## config.mk

```make
export PLATFORM = sky130hd
export DESIGN_NAME = jump_sequencer
export DESIGN_NICKNAME = d
export VERILOG_FILES = /design/src/rtl/jump_sequencer_pkg.sv /design/src/rtl/jump_cond_eval.sv /design/src/rtl/jump_sequencer.sv
export SDC_FILE = /design/constraint.sdc
export NUM_CORES = 1
export LEC_CHECK = 0
export ABC_AREA = 1
export CORE_ASPECT_RATIO = 1.4
export CORE_MARGIN = 2
export CORE_UTILIZATION = 45
export DETAILED_ROUTE_END_ITERATION = 10
export GPL_ROUTABILITY_DRIVEN = 0
export MAX_ROUTING_LAYER = met4
export PLACE_DENSITY = 0.94
export SYNTH_ARGS = -nofsm -noshare
export SYNTH_HDL_FRONTEND = slang
export SYNTH_SLANG_ARGS = --single-unit
```

## constraint.sdc

```tcl
create_clock -name clk -period 4.17 [get_ports clk]
set_input_delay 1.251 -clock clk [delete_from_list [all_inputs] [get_ports clk]]
set_output_delay 1.251 -clock clk [all_outputs]
set_load 0.005 [all_outputs]
```

## src/rtl/jump_sequencer_pkg.sv

```systemverilog
// Shared constants for the jump sequencer: condition codes, FSM states and opcode fields.
// The signed condition codes are only decoded when JUMP_SEQUENCER_SIGNED_CMP_EN is defined.
package jump_sequencer_pkg;

    localparam logic [3:0] COND_EQ  = 4'd0;
    localparam logic [3:0] COND_NE  = 4'd1;
    localparam logic [3:0] COND_LT  = 4'd2;
    localparam logic [3:0] COND_LE  = 4'd3;
    localparam logic [3:0] COND_GT  = 4'd4;
    localparam logic [3:0] COND_GE  = 4'd5;
    localparam logic [3:0] COND_SLT = 4'd8;
    localparam logic [3:0] COND_SLE = 4'd9;
    localparam logic [3:0] COND_SGT = 4'd10;
    localparam logic [3:0] COND_SGE = 4'd11;

    localparam logic [7:0] INSTR_BYTES = 8'd4;

    localparam int JUMP_FLAG_BIT = 5;
    localparam int IMM_A_BIT     = 7;
    localparam int IMM_B_BIT     = 6;

    typedef enum logic {
        RUN   = 1'b0,
        FLUSH = 1'b1
    } state_e;

endpackage

```

## src/rtl/jump_cond_eval.sv

```systemverilog
// Combinational jump decode and condition evaluation for LEG jump opcodes.
// Signed compares (codes 8..11) are enabled by JUMP_SEQUENCER_SIGNED_CMP_EN.
module jump_cond_eval
    import jump_sequencer_pkg::*;
#(
    parameter int UUID = 0
) (
    input  logic [7:0] opcode,
    input  logic [7:0] a,
    input  logic [7:0] b,
    output logic       is_jump_taken
);

    // Immediate flags are resolved upstream and bit 4 carries no meaning for jumps.
    logic unused_opcode_bits;
    assign unused_opcode_bits = ^{opcode[IMM_A_BIT], opcode[IMM_B_BIT], opcode[4], UUID[0]};

    always_comb begin
        is_jump_taken = 1'b0;
        if (opcode[JUMP_FLAG_BIT]) begin
            case (opcode[3:0])
                COND_EQ:  is_jump_taken = (a == b);
                COND_NE:  is_jump_taken = (a != b);
                COND_LT:  is_jump_taken = (a <  b);
                COND_LE:  is_jump_taken = (a <= b);
                COND_GT:  is_jump_taken = (a >  b);
                COND_GE:  is_jump_taken = (a >= b);
`ifdef JUMP_SEQUENCER_SIGNED_CMP_EN
                COND_SLT: is_jump_taken = ($signed(a) <  $signed(b));
                COND_SLE: is_jump_taken = ($signed(a) <= $signed(b));
                COND_SGT: is_jump_taken = ($signed(a) >  $signed(b));
                COND_SGE: is_jump_taken = ($signed(a) >= $signed(b));
`else
`endif
                default:  is_jump_taken = 1'b0;
            endcase
        end
    end

endmodule

```

## src/rtl/jump_sequencer.sv

```systemverilog
// Program-counter sequencer: one-cycle jump resolution with a single flush slot after taken jumps.
// Optional signed conditions come from JUMP_SEQUENCER_SIGNED_CMP_EN (see jump_cond_eval).
module jump_sequencer
    import jump_sequencer_pkg::*;
#(
    parameter int         UUID     = 0,
    parameter             NAME     = "",
    parameter logic [7:0] RESET_PC = 8'd0
) (
    input  logic       clk,
    input  logic       rst,
    input  logic       instr_valid,
    input  logic [7:0] opcode,
    input  logic [7:0] a,
    input  logic [7:0] b,
    input  logic [7:0] dest,
    input  logic       stall,
    output logic [7:0] pc,
    output logic       flush,
    output logic       taken,
    output logic [7:0] jump_count
);

    localparam int UUID_COND = UUID ^ 1;
    localparam int unused_name_len = $bits(NAME);

    state_e     state_q, state_d;
    logic [7:0] pc_q, pc_d;
    logic       taken_q, taken_d;
    logic [7:0] count_q, count_d;
    logic       is_jump_taken;

    jump_cond_eval #(
        .UUID (UUID_COND)
    ) u_cond (
        .opcode        (opcode),
        .a             (a),
        .b             (b),
        .is_jump_taken (is_jump_taken)
    );

    always_ff @(posedge clk) begin
        if (rst) begin
            state_q <= RUN;
            pc_q    <= RESET_PC;
            taken_q <= 1'b0;
            count_q <= 8'd0;
        end else begin
            state_q <= state_d;
            pc_q    <= pc_d;
            taken_q <= taken_d;
            count_q <= count_d;
        end
    end

    always_comb begin
        state_d = state_q;
        pc_d    = pc_q;
        taken_d = taken_q;
        count_d = count_q;
        if (!stall) begin
            taken_d = 1'b0;
            case (state_q)
                RUN: begin
                    if (instr_valid) begin
                        if (is_jump_taken) begin
                            pc_d    = dest;
                            taken_d = 1'b1;
                            count_d = (count_q == 8'hFF) ? count_q : count_q + 8'd1;
                            state_d = FLUSH;
                        end else begin
                            pc_d = pc_q + INSTR_BYTES;
                        end
                    end
                end
                // The instruction fetched behind a taken jump is dropped here.
                FLUSH: state_d = RUN;
                default: state_d = RUN;
            endcase
        end
    end

    assign pc         = pc_q;
    assign flush      = (state_q == FLUSH);
    assign taken      = taken_q;
    assign jump_count = count_q;

endmodule

```

Yosys cells after proc, flatten, opt, wreduce, memory -nomap -nowiden

Index checks and enable logic that the tools add are counted.
W data, S select, Z words.

Flip-flop bits (word level): 18
Output and inout bits: 18
Logic and storage cells: 31

Add/sub/neg operators: 2
Order comparisons: 4
Equal/unequal tests: 8
Muxes and demuxes: 7
Bitwise gates (word level): 3
Reduce and logical (&&, ||, !) cells: 3

Operator list:

| kind                  | number |
|---|---|
| $add A8 B1 Y8 const B | 1 |
| $add A8 B3 Y8 const B | 1 |
| $eq A4 B2 Y1 const B  | 2 |
| $eq A4 B3 Y1 const B  | 2 |
| $eq A8 B8 Y1          | 1 |
| $eq A8 B8 Y1 const B  | 1 |
| $ge A8 B8 Y1          | 1 |
| $gt A8 B8 Y1          | 1 |
| $le A8 B8 Y1          | 1 |
| $lt A8 B8 Y1          | 1 |
| $mux W8               | 1 |
| $ne A8 B8 Y1          | 1 |
| $pmux W1 S6           | 1 |
| $reduce_and A5 Y1     | 1 |
| $eq A4 B1 Y1 const B  | 1 |
| $logic_not A4 Y1      | 1 |
| $mux W1               | 4 |
| $not A1 Y1            | 3 |
| $reduce_and A3 Y1     | 1 |
| $pmux W1 S2           | 1 |

Longest topological paths before layout

Depth after elaboration: 6
Gate-level depth with buffers: 18
Gate-level depth less buffers: 18

Modules after synthesis

Synthesis repeated with hierarchy kept, for this count alone.

Cells, all modules: 203
Area total of the unflattened synthesis: 1,350.0 um^2

Modules (own cells, without submodules):

| module         | times used | cells an instance | area an instance (um^2) |
|---|---|---|---|
| jump_sequencer | 1          | 139               | 993.5 |
| jump_cond_eval | 1          | 64                | 356.6 |

Least setup slack after synthesis

Ideal clock, no wire load.

Kind: input port to flip-flop
From: input port b[7]
To: register pc_q[0] (netlist: pc[0])
Library setup time: 0.113 ns
Data arrival time: 2.579 ns
Required time: 4.057 ns
Setup slack: 1.477 ns
Cell stages on the path: 13
Buffers on the path: 0
Cell sequence: inv_1 -> ha_1 -> nand2_1 -> nor2_2 -> nand2_2 -> o211ai_2 -> nand2_1 -> nor2_4 -> nand2_4 -> nand2_2 -> nor2_1 -> o21ai_1 -> nor2_1

Cells in the longest elaborated chain, start to end: 4

RTL lines:

| what                                 | line                 | source |
|---|---|---|
| start: declaration                   | jump_sequencer.sv:15 | `input logic [7:0] b,` |
| $ge A8 B8 Y1 (tied with other cells) | jump_cond_eval.sv:27 | `COND_GE: is_jump_taken = (a >= b);` |
| $pmux W1 S6 *                        | jump_cond_eval.sv:21 | `case (opcode[3:0])` |
| $mux W1 *                            | jump_cond_eval.sv:20 | `if (opcode[JUMP_FLAG_BIT]) begin` |
| $mux W8 *                            | jump_sequencer.sv:66 | `if (is_jump_taken) begin` |
| end signal: assignment               | jump_sequencer.sv:50 | `pc_q <= pc_d;` |
| end: declaration                     | jump_sequencer.sv:28 | `logic [7:0] pc_q, pc_d;` |

Every way passes the cells marked *; elsewhere a longest branch is shown, timed or not.
A chain may end at the register's enable or synchronous reset.

Worst setup path in the final report

From: input port b[3]
To: register pc_q[1] (netlist: pc[1])

The elaborated chain is that of the path after synthesis.

==> metrics.txt <==
outcome completed; arrival time of the worst setup path 3230 ps; final wirelength 2.917 mm; CP most frequent cell nor2_1; dominant synthesized flop cell dfxtp_1; synth warn 0; Hold Slack 497.6 ps; first-pass GRT wire length 5.064 mm; Die H 66.17 um; initial core utilization 0.4751; Final WS setup 1141 ps; vias 1,354; Final setup viols 0; Async SR Flop Fraction 0; Net Sw Frac 0.2907; DRT iter0 DRCs 21; cells after synthesis 190; post-layout min period 3029 ps; die width 48.41 um; Post-DRT Antenna Nets 0; vias in the first global route 1,326; post-route cell area 0.001804 sq mm; DP Wirelength 2.370 mm; CTS sink cnt 17; register share of total power 0.468; Worst Path Required 4370 ps; row cnt 22; Max Clock Freq 330.2 MHz; commonest non-fill, non-tap cell in the layout nand2_1; Clk pwr share 0.237; PwrDens 204.5 mW/mm^2; CP delay by family, top simple AND/OR/NAND/NOR gates; # Post-CTS Setup Buffers 0; nets 289; Place WS 819.7 ps; critical path class primary input to flip-flop; layout cells sized above 1 0.05372; Synth area leader dfxtp_1; Net Switching 107.3 uW; Layout Area Growth over Synthesis 45.22%; Total GRT Usage 0.2026; clock slew at reported path FFs 100 ps; commonest non-fill, non-tap cells in the layout nand2_1, clkdlybuf4s50_1, inv_1; final setup TNS 0 ps; grt ovf 0; Distinct cells, synth 25; DP Area 0.001777 sq mm; Hold Fails Final Rpt 0; dpl cells 274; # diodes 0; CTS tree yes; Worst Setup End Kind flip-flop; largest net degree at the start of global routing 16; Clock Skews 6.122 ps; top cells by area, synth dfxtp_1, nand2_1, ha_1; Die ar. 0.003203 sq mm; port buffer count 50; crit-path cells clkdlybuf4s50_1, inv_1, ha_1, nand2_1, nor2_1, nand2_2, o211ai_2, nand2_1, nor2_4, nand2_4, nand2_2, nor2_1, o21ai_1, nor2_1; fin crit share 0.7263; post-cts sizing count 0; Skew-Pair Late Insertion Delay 290 ps; Syn Area/Cell 6.539 sq um; RSZ-0062 raised after global routing no; worst hold path class flip-flop to flip-flop; Comb power frac 0.295; Post-synth EDFFs 0; Setup crit start kind primary input; crit-path max cell delay 460 ps; clk buf depth 2; Pleak 0.8539 nW; #FFs+latches synth 17; Final Non-Filler Cells 278; initial antenna violation count 0; worst vdd ir 0.1714 mV; I/O pins 54; syn_nets 236; WL per Instance 10.49 um; Vias/cell 4.871; TritonRoute pass-1 iters 4; Mapped Area 0.001242 sq mm; CP max stage cell clkdlybuf4s50_1; WP buf/inv 2; Root Driver clkbuf_4; cts bufs inserted 3; crit path max fanout 8; Worst slew margin 0.6268; drt drc 0; sequential cell area fraction in the yosys report 0.2739; Core ar. 0.002615 sq mm; worst slew pin tran 558.0 ps; Slew Viols, Final 0; internal power 261.8 uW; Post-CTS Hold Fix Bufs 0; CTS H-Tree Depth 1; post-synth top area share 0.2739; max-cap violation count 0
[worst min-delay path: stages, from the launching register on]
cell and delay (ps):
dfxtp_1 340, nand2_1 60, a21oi_1 50
[layout make-up]
type                            count  area (sq um)
Clock buffer                        3         22.52
Clock inverter                      1         5.005
Fill cell                         224         810.8
Inverter                           30         115.1
Multi-Input combinational cell    141         775.7
Sequential cell                    17         340.3
Tap cell                           36         45.04
Timing Repair Buffer               50         500.5
[cell usage after synthesis (2+ instances only)]
master    n
o21ai_0   2
nor3_1    3
nand3_1  15
xnor2_1   4
nor2_2    2
dfxtp_1  17
xor2_1    6
ha_1     10
a21oi_1  15
nand2_1  53
nor2_1   18
o21ai_1   4
nand2_2   2
inv_1    28
[kinds of logic after synthesis]
group                      after synthesis  synth area share
AOI/OAI and AO/OA                       24            0.1067
xor gates and xnor gates                10           0.07049
adders and majority gates               10            0.1007
buffers and inverters                   32            0.1017
DFF                                     17            0.2739
and+or+nand+nor                         97            0.3464
[metal layers]
| metal | part of all wire | wire (um) | global-route usage |
|---|---|---|---|
| met5 | 0 | 0 | - |
| met4 | 0.0065 | 19 | 0.09286 |
| met3 | 0.058 | 169 | 0.04072 |
| met2 | 0.54 | 1568 | 0.3906 |
| met1 | 0.40 | 1160 | 0.1941 |
[flip-flops by register name, indices dropped and copies added, names as in the netlist]
signal,flops
flush,1
jump_count,8
pc,8
[power by group through the flow]
| stage | clock [mW] | sequential [mW] | combinational [mW] |
|---|---|---|---|
| 3_5_place_dp | 0 | 0.177 | 0.109 |
| 6_report | 0.0874 | 0.173 | 0.109 |
| 4_1_cts | 0.0930 | 0.173 | 0.110 |
| 2_1_floorplan | 0 | 0.176 | 0.0552 |
| 5_1_grt | 0.100 | 0.174 | 0.122 |
| 3_3_place_gp | 0 | 0.176 | 0.105 |
[metrics by stage]
stage,total power [mW],utilization
floorplan,0.2314,-
global placement,0.2817,0.6794
detailed placement,0.2859,0.6794
CTS,0.3756,0.6900
global route,0.3958,0.6900
finish,0.3690,0.6900
[path summary, 6_finish.rpt]
path,start,end,slack (ps),depth (start not counted)
max,b[3],pc[1],1140,14
min,flush,flush,500,2
max reg2reg,flush,jump_count[6],2550,8
min reg2reg,flush,flush,500,2
No activity file was read; power rests on OpenSTA's default activity.
